--- config.mk ---
export PLATFORM = sky130hd
export DESIGN_NAME = uart_rx
export DESIGN_NICKNAME = d
export VERILOG_FILES = /design/src/rtl/uart_rx.sv
export SDC_FILE = /design/constraint.sdc
export NUM_CORES = 1
export LEC_CHECK = 0
export BUFFER_PORTS_ARGS = -buffer_cell sky130_fd_sc_hd__buf_2
export CAP_MARGIN = 25
export CORE_UTILIZATION = 63
export DETAILED_ROUTE_END_ITERATION = 8
export GPL_ROUTABILITY_DRIVEN = 0
export GPL_TIMING_DRIVEN = 0
export PLACE_DENSITY = 0.83
export RECOVER_POWER = 100
export SETUP_SLACK_MARGIN = 0.15
export SLEW_MARGIN = 25
export SYNTH_ARGS = -nofsm -noshare
export SYNTH_HDL_FRONTEND = slang
export SYNTH_SLANG_ARGS = --single-unit
--- constraint.sdc ---
create_clock -name clock -period 4.58 [get_ports clock]
set_input_delay 0 -clock clock [delete_from_list [all_inputs] [get_ports clock]]
set_output_delay 0 -clock clock [all_outputs]
set_load 0.01 [all_outputs]
--- src/rtl/uart_rx.sv ---
// rtl/uart_rx.sv - 8N1 UART receiver with mid-bit sampling, framing-error detection
// and optional even parity when UART_RX_PARITY_EN is defined.
module uart_rx #(
    parameter int CLOCK_FREQUENCY = 25125000,
    parameter int BAUD_RATE       = 9600
) (
    input  logic       clock,
    input  logic       reset,
    input  logic       serial_rx,
    output logic [7:0] rx_data_out,
    output logic       rx_valid,
    output logic       rx_busy,
    output logic       rx_frame_error,
    output logic       rx_parity_error
);
    localparam int CLOCKS_PER_BIT = CLOCK_FREQUENCY / BAUD_RATE;
    localparam int TW = $clog2(CLOCKS_PER_BIT + 1);
    localparam logic [TW-1:0] T_HALF = TW'(CLOCKS_PER_BIT / 2 - 1);
    localparam logic [TW-1:0] T_FULL = TW'(CLOCKS_PER_BIT - 1);

    typedef enum logic [2:0] {
        S_IDLE   = 3'd0,
        S_START  = 3'd1,
        S_DATA   = 3'd2,
        S_STOP   = 3'd3,
        S_BREAK  = 3'd4
`ifdef UART_RX_PARITY_EN
        , S_PARITY = 3'd5
`endif
    } state_t;

    state_t        state_q, state_d;
    logic          sync1_q, sync2_q;
    logic [TW-1:0] timer_q, timer_d;
    logic [2:0]    idx_q, idx_d;
    logic [7:0]    shift_q, shift_d;
    logic [7:0]    data_q, data_d;
    logic          valid_q, valid_d;
    logic          ferr_q, ferr_d;
    logic          par_bad_q, par_bad_d;
    logic          perr_q, perr_d;
    logic          line;
    logic          tick;

    assign line = sync2_q;
    assign tick = (timer_q == T_FULL);

    always_comb begin
        state_d   = state_q;
        timer_d   = timer_q;
        idx_d     = idx_q;
        shift_d   = shift_q;
        data_d    = data_q;
        valid_d   = 1'b0;
        ferr_d    = 1'b0;
        perr_d    = 1'b0;
        par_bad_d = par_bad_q;
        case (state_q)
            S_IDLE: begin
                timer_d   = '0;
                idx_d     = '0;
                par_bad_d = 1'b0;
                if (!line) state_d = S_START;
            end
            S_START: begin
                // Half-bit probe rejects short low glitches before committing to a frame.
                if (timer_q == T_HALF) begin
                    timer_d = '0;
                    state_d = line ? S_IDLE : S_DATA;
                end else begin
                    timer_d = timer_q + 1'b1;
                end
            end
            S_DATA: begin
                if (tick) begin
                    timer_d        = '0;
                    shift_d[idx_q] = line;
                    if (idx_q == 3'd7) begin
`ifdef UART_RX_PARITY_EN
                        state_d = S_PARITY;
`else
                        state_d = S_STOP;
`endif
                    end else begin
                        idx_d = idx_q + 1'b1;
                    end
                end else begin
                    timer_d = timer_q + 1'b1;
                end
            end
`ifdef UART_RX_PARITY_EN
            S_PARITY: begin
                if (tick) begin
                    timer_d   = '0;
                    par_bad_d = line ^ (^shift_q);
                    state_d   = S_STOP;
                end else begin
                    timer_d = timer_q + 1'b1;
                end
            end
`endif
            S_STOP: begin
                if (tick) begin
                    timer_d = '0;
                    if (!line) begin
                        ferr_d  = 1'b1;
                        state_d = S_BREAK;
                    end else if (par_bad_q) begin
                        perr_d  = 1'b1;
                        state_d = S_IDLE;
                    end else begin
                        valid_d = 1'b1;
                        data_d  = shift_q;
                        state_d = S_IDLE;
                    end
                end else begin
                    timer_d = timer_q + 1'b1;
                end
            end
            S_BREAK: begin
                if (line) state_d = S_IDLE;
            end
            default: state_d = S_IDLE;
        endcase
    end

    always_ff @(posedge clock) begin
        if (reset) begin
            sync1_q   <= 1'b1;
            sync2_q   <= 1'b1;
            state_q   <= S_IDLE;
            timer_q   <= '0;
            idx_q     <= '0;
            shift_q   <= '0;
            data_q    <= '0;
            valid_q   <= 1'b0;
            ferr_q    <= 1'b0;
            par_bad_q <= 1'b0;
            perr_q    <= 1'b0;
        end else begin
            sync1_q   <= serial_rx;
            sync2_q   <= sync1_q;
            state_q   <= state_d;
            timer_q   <= timer_d;
            idx_q     <= idx_d;
            shift_q   <= shift_d;
            data_q    <= data_d;
            valid_q   <= valid_d;
            ferr_q    <= ferr_d;
            par_bad_q <= par_bad_d;
            perr_q    <= perr_d;
        end
    end

    assign rx_data_out    = data_q;
    assign rx_valid       = valid_q;
    assign rx_frame_error = ferr_q;
    assign rx_busy        = (state_q != S_IDLE);
`ifdef UART_RX_PARITY_EN
    assign rx_parity_error = perr_q;
`else
    assign rx_parity_error = 1'b0;
`endif

endmodule
Yosys cells after proc, flatten, opt, wreduce, memory -nomap -nowiden:

Index checks and enable logic that the tools add are counted.

* flip-flop bits (word level): 38
* input bits: 3
* output and inout port bits: 12
* logic and storage cells: 61

* add/sub/neg operators: 2
* order comparisons: 2
* equality and inequality tests: 14
* multiplexer cells: 19
* bitwise logic cells: 3
* reductions and logical operators: 12

Operators with widths (number)
* one-hot mux 12 bit (3 select lines): 1
* two-way mux 3 bit: 9
* two-way mux 12 bit: 2
* one-hot mux 3 bit (5 select lines): 1
* != test 2 bit, second input constant: 7
* adder 12 x 1 -> 12 bit, second input constant: 1
* equality test 12 x 11 -> 1 bit, second input constant: 1
* equality test 12 bit, second input constant: 1
* bitwise mux 8 bit: 1
* equality test 3 x 2 -> 1 bit, second input constant: 2
* equality test 3 bit, second input constant: 2
* one-hot mux 3 bit (2 select lines): 1
* AND reduction 3 bit: 2
* AND reduction 6 bit: 1
* nonzero test 3 bit: 2
* less-than comparator 3 x 4 -> 1 bit, second input constant: 1
* OR reduction 4 bit: 1
* adder 3 x 1 -> 3 bit, second input constant: 1
* demux 1 bit (select 3 bit): 1
* equality test 3 x 1 -> 1 bit, second input constant: 1
* greater-or-equal comparator 3 x 1 -> 1 bit, second input constant: 1
* zero test 3 bit: 1
* inverter 1 bit: 3
* OR reduction 3 bit: 1
* other kinds (6): 7

Longest topological paths before layout:

Gate-level depths: netlist of run 1.

* depth after elaboration: 5
* depth in mapped cells: 8
* gate-level depth less buffers: 7

Worst setup path before layout of run 1:

No wires, ideal clock.

* kind: register to register
* start: reg timer_q[2]
* end: reg idx_q[0]
* setup time: 0.115 ns
* data arrival time: 1.600 ns
* required time: 4.465 ns
* slack: 2.866 ns
* stages on the path, launching flop included: 7
* buffers on the path: 1
* clock period less this slack: 1.714 ns
* path through: dfxtp_1 -> buf_2 -> nand4bb_4 -> nor4_4 -> nand4b_1 -> and3_1 -> o21a_1

* word-level cells in the longest chain between the ends: 3

RTL lines
* start: declaration: line 34 `logic [TW-1:0] timer_q, timer_d;`
* start signal: assignment: line 144 `timer_q <= timer_d;`
* equality test 12 bit: line 46 `assign tick = (timer_q == T_FULL);`
* != test 2 bit (no line)
* AND reduction 3 bit (no line)
* end signal: assignment: line 145 `idx_q <= idx_d;`
* end: declaration: line 35 `logic [2:0] idx_q, idx_d;`

Every way passes these cells.
A chain may end at the register's enable or synchronous reset.

Final worst setup path of run 1:

* start: reg timer_q[2]
* end: reg timer_q[11]

* word-level cells in the longest chain between the ends: 3
* elaborated cells on any way between the ends: 6
* classes of those cells: add/sub: 1; eq/ne: 2; mux: 3

RTL lines
* adder 12 x 1 -> 12 bit (tied with other cells): line 71, 88, 117
* two-way mux 12 bit (on tied branches): line 75, 103, 67
* one-hot mux 12 bit (3 select lines) (*): line 58 `case (state_q)`

Mark *: on every way between the ends. The rest lies on a longest branch, timed or not.

==> results.yml, run 1 <==
outcome:
  outcome: "completed"
power_and_ir_drop:
  leakage_nw: 0.7739
  power.density_nw_per_um2: 296.9
  finalPower_mw: 0.5877
  ir_drop_mv: 0.2699
critical_path:
  cp.arrival_ns: 2.83
  critPathMaxFanout: 10
  crit_required_ns: 4.82
  worst-setup-path-type: "reg2reg"
  end_kind: "flip-flop"
  critPathLaunchType: "flip-flop"
  ff2ff_path_depth: 7
timing:
  fin_tns_setup_ns: 0
  tightest_slew_ns: 0.9394
  period_needed_ns: 2.585
  slew_violations: 0
  hold_viol: 0
  period_share_pct: 56.44
  grt_setup_unrepaired: "no"
  setup_viol: 0
  slew_headroom_pct: 36.80
  max_freq_ghz: 0.3868
  finClkSkew_ns: 0.02004
yosys:
  syn_nets: 214
  syn_avg_cell_area_um2: 8.849
  ys_seq_area_share_pct: 41.53
  synth_ff_type: "dfxtp_1"
  synth-edff-count: 0
  synth.ff_latch_count: 38
  ys_async_sr_fraction_pct: 0
  ys_types: 46
  synth_area_um2: 1832
  syn_inst: 207
  yosys_warnings: 0
cts:
  clock_path_buffers: 2
  cts_sinks: 38
  htreeDepth: 2
  post-cts-setup-buffers: 0
  cts_tree: "yes"
  cts_made_buffers: 5
  cts_root_buffer: "clkbuf_4"
  clock_latency_ns: 0.37
  cts_resized: 0
  cts.clk_slew.worst_paths_ns: 0.14
placement:
  placedCellCount: 251
  placed_area_um2: 1936
  dp.final_hpwl_um: 2842
  io_buffers: 13
die:
  pin_count: 15
  row_count: 19
  die_area_um2: 3127
  fp.dieW_um: 55.92
  dieHeight_um: 55.92
  core-area_um2: 2758
  start_util_pct: 66.42
detailed_routing:
  top_layer: "met4"
  ant_nets: 0
  vias: 1622
  wl_met2_um: 2165
  first_pass_iters: 4
  drt_wl_total_um: 4121
  drt_iter0_drc: 77
  viasPerCell: 6.238
  drc: 0
  m1WireLength_um: 1705
  wl_per_cell_um: 15.85
  wl_met3_um: 189
global_route:
  gr-total-overflow: 0
  grt_max_degree: 14
  grt_pass1_vias: 1574
  grt_pass1_wl_um: 6955
  gr-usage-all-layers_pct: 28.59
  antenna_found_initial: 0
final_layout:
  areaGrowthSynthToFinish_pct: 8.060
  drive_gt1_share_pct: 5.677
  final_nets: 235
  final_area_um2: 1979
  instances_no_fill: 260
  diodes: 0
min_path:
  hold_class: "in2reg"
  min_path_cells: 3
run:
  drv_cap: 0
[layout make-up]
type                       count  area [um^2]
clock inverter                 3        45.04
multi-input combinational    150        960.9
clock buffer                   5        37.54
tap                           31        38.79
sequential                    38        760.7
buffer                        14        56.30
fill                         227        778.2
inverter                       5        18.77
timing repair buffer          14        61.31
[worst max-delay path, cell delays in order, from the launching register on]
cell and delay [ns]:
dfxtp_1 0.32, clkbuf_1 0.18, nand4bb_1 0.26, nor4_1 0.83, nor2b_1 0.17, clkbuf_1 0.31, o2111ai_1 0.26, o221ai_1 0.13
[where the power goes]
group	total, mW	switching (mW)	leakage (nW)	internal, mW
combinational	0.0184	0.0131	0.430	0.00528
clock	0.237	0.122	0.0374	0.114
sequential	0.333	0.000884	0.306	0.332
total	0.588	0.136	0.774	0.451
[per-stage QoR]
stage,hold slack [ns],utilization [%],setup WS [ns]
2_1_floorplan,0.1038,-,2.866
3_3_place_gp,0.1820,70.19,2.701
3_5_place_dp,0.1880,70.19,2.636
4_1_cts,0.006838,73.55,2.619
5_1_grt,0.02586,71.78,1.677
6_report,0.02217,71.78,1.995
[per-layer routing]
| layer | track usage, % | up-vias |
|---|---|---|
| met2 | 54.39 | 56 |
| met3 | 5.581 | 6 |
| met4 | 10.45 | 0 |
| li1 | - | 796 |
| met1 | 31.15 | 764 |
| met5 | 0 | - |
[state kept, by name, indices dropped and copies added (netlist names)]
name / count
rx_valid: 1
shift_q: 8
sync1_q: 1
timer_q: 12
rx_data_out: 8
line: 1
state_q: 3
rx_frame_error: 1
idx_q: 3
[what timing repair did]
action | in CTS | in global routing
endpoints found under the setup margin | 0 | 0
endpoints found under the hold margin | 1 | 0
hold buffers | 1 | 0
[Yosys cell counts (2+ instances only)]
library cell	n	share of area [%]
dfxtp_1	38	42
nand2_1	21	4.3
nor2_1	18	3.7
mux2i_1	13	7.1
clkbuf_1	10	2.0
nand3_1	9	2.5
a21oi_1	7	1.9
and3_1	6	2.0
a211oi_1	5	2.0
nor3_1	5	1.4
ha_1	4	2.7
inv_1	4	0.82
o211ai_1	4	1.6
o22ai_1	4	1.4
and2_1	3	1.0
buf_2	3	0.82
nand4_1	3	1.0
nand4b_1	3	1.4
nor2b_1	3	1.0
o21ai_1	3	0.82
o311ai_1	3	1.4
o41ai_1	3	1.4
or3_1	3	1.0
xor2_1	3	1.4
and4_1	2	0.96
nand2b_1	2	0.68
nand3b_1	2	0.82
nor4_1	2	0.68
o221ai_1	2	0.96
or2_1	2	0.68
or2_2	2	0.68
[worst paths after layout]
check / start / endpoint / slack, ns
setup / recovery: timer_q[2] / timer_q[11] / 1.99
hold / removal: reset / state_q[0] / 0.02
setup reg to reg: timer_q[2] / timer_q[11] / 1.99
hold reg to reg: sync1_q / line / 0.44
[placed cells by master (no fill, tap or decap), types with 4 or more instances in the layout]
cell type	instances
clkbuf_1	24
dfxtp_1	38
inv_1	4
nand3_1	9
mux2i_1	13
a211oi_1	5
ha_1	4
clkbuf_4	5
o211ai_1	4
nand2_1	21
a21oi_1	7
nor2_1	18
o22ai_1	4
nor3_1	5
and3_1	6
[kinds of logic (layout without fill, tap and decap cells)]
group	after synthesis	count (layout)	synth area share, %
AOI/OAI and AO/OA	38	38	14.62
xor gates and xnor gates	4	4	1.913
adders and majority gates	4	4	2.732
buffers and inverters	19	41	4.303
DFF	38	38	41.53
muxes	13	13	7.104
other	1	1	0.2047
and+or+nand+nor	90	90	27.60
(Power assumes the default switching activity.)
==> run 2, diff against run 1 <==
--- a/config.mk
+++ b/config.mk
@@ -5,13 +5,14 @@
 export SDC_FILE = /design/constraint.sdc
 export NUM_CORES = 1
 export LEC_CHECK = 0
+export ABC_AREA = 1
 export BUFFER_PORTS_ARGS = -buffer_cell sky130_fd_sc_hd__buf_2
 export CAP_MARGIN = 25
-export CORE_UTILIZATION = 63
+export CORE_UTILIZATION = 59
 export DETAILED_ROUTE_END_ITERATION = 8
 export GPL_ROUTABILITY_DRIVEN = 0
 export GPL_TIMING_DRIVEN = 0
-export PLACE_DENSITY = 0.83
+export PLACE_DENSITY = 0.78
 export RECOVER_POWER = 100
 export SETUP_SLACK_MARGIN = 0.15
 export SLEW_MARGIN = 25
==> constraint.sdc (replaced) <==
create_clock -name clock -period 2.7 [get_ports clock]
set_input_delay 0 -clock clock [delete_from_list [all_inputs] [get_ports clock]]
set_output_delay 0 -clock clock [all_outputs]
set_load 0.01 [all_outputs]
==> run 2 against run 1 <==
  * Sequential cell count did not move
  * Sequential share of layout area down 3.2 points
  * Utilization fell by 2.7 points
  * Area after synthesis up 8.7%
  * Routed wire length rose by 0.95%
  * Critical path depth rose by 3
  * Clock power increased by 110%
  * Via count increased by 13%
  * Register-to-register slack got worse by 1.3 ns
  * Sequential power increased by 91%
  * Power grew to 2.7 times the previous value
  * Largest power group unchanged
==> results.yml, run 2 <==
yosys:
  syn_nets: 290
  syn_avg_cell_area_um2: 7.034
  yosys_warnings: 0
  synth_area_um2: 1991
  ys_async_sr_fraction_pct: 0
  ys_seq_area_share_pct: 38.21
  synth_area_leaders: "dfxtp_1 38%, nand2_1 11%, nor2_1 8.3%"
  syn_inst: 283
  post-synth-top-area-fraction_pct: 38.21
  yosys-top-cells-count: "58 x nand2_1, 44 x nor2_1, 38 x dfxtp_1"
  yosysMostFrequentCell: "nand2_1"
  synth_ff_type: "dfxtp_1"
  synth_top_area_cell: "dfxtp_1"
  ys_types: 31
  synth.ff_latch_count: 38
  synth-edff-count: 0
final_layout:
  diodes: 0
  fin_util_pct: 69.04
  final_common_cell: "nand2_1"
  areaGrowthSynthToFinish_pct: 8.485
  drive_gt1_share_pct: 8.497
  top_register: "timer_q"
  layout_common_cells: "60 x nand2_1, 45 x nor2_1, 38 x dfxtp_1"
  final_nets: 312
  largest_register_ffs: 12
timing:
  slew_violations: 0
  finalHoldWorstSlack_ns: 0.3503
  hold_viol: 0
  slew_headroom_pct: 45.10
  fin_ws_ns: 0.6984
  fin_tns_setup_ns: 0
  grt_setup_unrepaired: "no"
  period_needed_ns: 2.002
  setup_viol: 0
  period_share_pct: 74.13
  finClkSkew_ns: 0.006604
  tightest_slew_ns: 0.8172
  max_freq_ghz: 0.4996
die:
  fp.dieW_um: 60.09
  die_area_um2: 3610
  pin_count: 15
  row_count: 20
  core-area_um2: 3128
  start_util_pct: 63.64
  dieHeight_um: 60.09
outcome:
  outcome: "completed"
critical_path:
  critPathMaxFanout: 10
  cp.arrival_ns: 2.27
  end_kind: "flip-flop"
  cp-startpoint: "timer_q[0]"
  timing.rr.start: "timer_q[0]"
  crit_required_ns: 2.96
  worst-setup-path-type: "reg2reg"
  critPathLaunchType: "flip-flop"
cts:
  cts_made_buffers: 5
  clock_latency_ns: 0.36
  cts_root_buffer: "clkbuf_4"
  htreeDepth: 2
  cts_sinks: 38
  cts.clk_slew.worst_paths_ns: 0.12
  clock_path_buffers: 2
  post-cts-setup-buffers: 0
  cts_tree: "yes"
detailed_routing:
  drt_wl_total_um: 4160
  vias: 1827
  wl_per_cell_um: 11.89
  drt_iter0_drc: 132
  ant_nets: 0
  drc: 0
  viasPerCell: 5.220
  first_pass_iters: 4
placement:
  dp.final_hpwl_um: 2922
  io_buffers: 13
  preCtsSetupSlack_ns: 1.094
run:
  drv_cap: 0
global_route:
  grt_pass1_vias: 1496
  grt_util_met3_pct: 6.926
  antenna_found_initial: 0
  gr-total-overflow: 0
  grt_use_met1_pct: 32.72
  use_met2_pct: 37.14
  grt_pass1_wl_um: 6506
  grt_max_degree: 14
  gr-usage-all-layers_pct: 24.53
  top_usage_layer: "met2"
power_and_ir_drop:
  ir_drop_mv: 0.5387
  power.density_nw_per_um2: 741.6
  leakage_nw: 0.9058
  finalPower_mw: 1.602
min_path:
  min-delay-start: "serial_rx"
  hold_class: "in2reg"
## run 2: cell types whose count changed after synthesis, moves of 4 or more
cell	before	now
nand2_1	21	58
inv_1	4	31
nor2_1	18	44
nand4_1	3	18
a21oi_1	7	21
mux2i_1	13	0
o21ai_0	0	13
nand3_1	9	18
clkbuf_1	10	3
and3_1	6	0
a211oi_1	5	1
o211ai_1	4	0
o22ai_1	4	0
## run 2: final cells by class
type	instances	area (um^2)
plain buffers	7	40.04
clock buffers	5	37.54
clock inverters	3	68.82
fillers	294	968.4
inverters	36	141.4
multi-input cells	202	985.9
flip-flops and latches	38	760.7
well taps	44	55.05
repair buffers	15	70.07
## run 2: cell families (layout without fill, tap and decap cells)
logic type / count (synthesis) / after routing / share of synthesized area [%]
AOI/OAI and AO/OA: 36 / 36 / 9.176
and+or+nand+nor: 159 / 159 / 39.72
adders and majority gates: 4 / 4 / 2.514
buffers and inverters: 43 / 66 / 9.302
other: 1 / 1 / 0.1884
xor gates and xnor gates: 2 / 2 / 0.8801
DFF: 38 / 38 / 38.21
## run 2: final timing paths
check | end | slack [ns] | cells past startpoint
worst max-delay path | rx_data_out[3] | 0.70 | 10
worst min-delay path | sync1_q | 0.35 | 3
worst max register to register | rx_data_out[3] | 0.70 | 10
worst min register to register | line | 0.42 | 1
## run 2: critical path: stages (launching register included)
cell and delay (ns):
dfxtp_1 0.41, inv_1 0.07, ha_1 0.24, nand2_1 0.08
nor2_1 0.04, nand3_1 0.16, inv_1 0.06, nand3_1 0.25
clkinvlp_2 0.36, nor2_1 0.17, nor2_1 0.06
## run 2: through the flow
step,cell area [um^2],instances
3_5_place_dp,2111,340
4_1_cts,2237,350
3_3_place_gp,2111,340
6_report,2160,350
5_1_grt,2160,350
2_1_floorplan,1991,283
## run 2: repair_timing
action,CTS,global route
endpoints found under the hold margin,3,0
resized for setup,0,0
endpoints found under the setup margin,0,0
hold buffers,2,0
## run 2: per-layer routing
metal / share of wire [%] / vias up
met2: 42 / 53
met3: 5.5 / 7
met1: 51 / 807
met5: 0 / -
met4: 1.8 / 0
li1: - / 960
## run 2: power breakdown
part / switching [mW] / internal (mW)
combinational: 0.329 / 0.143
clock: 0.206 / 0.289
sequential: 0.0418 / 0.593
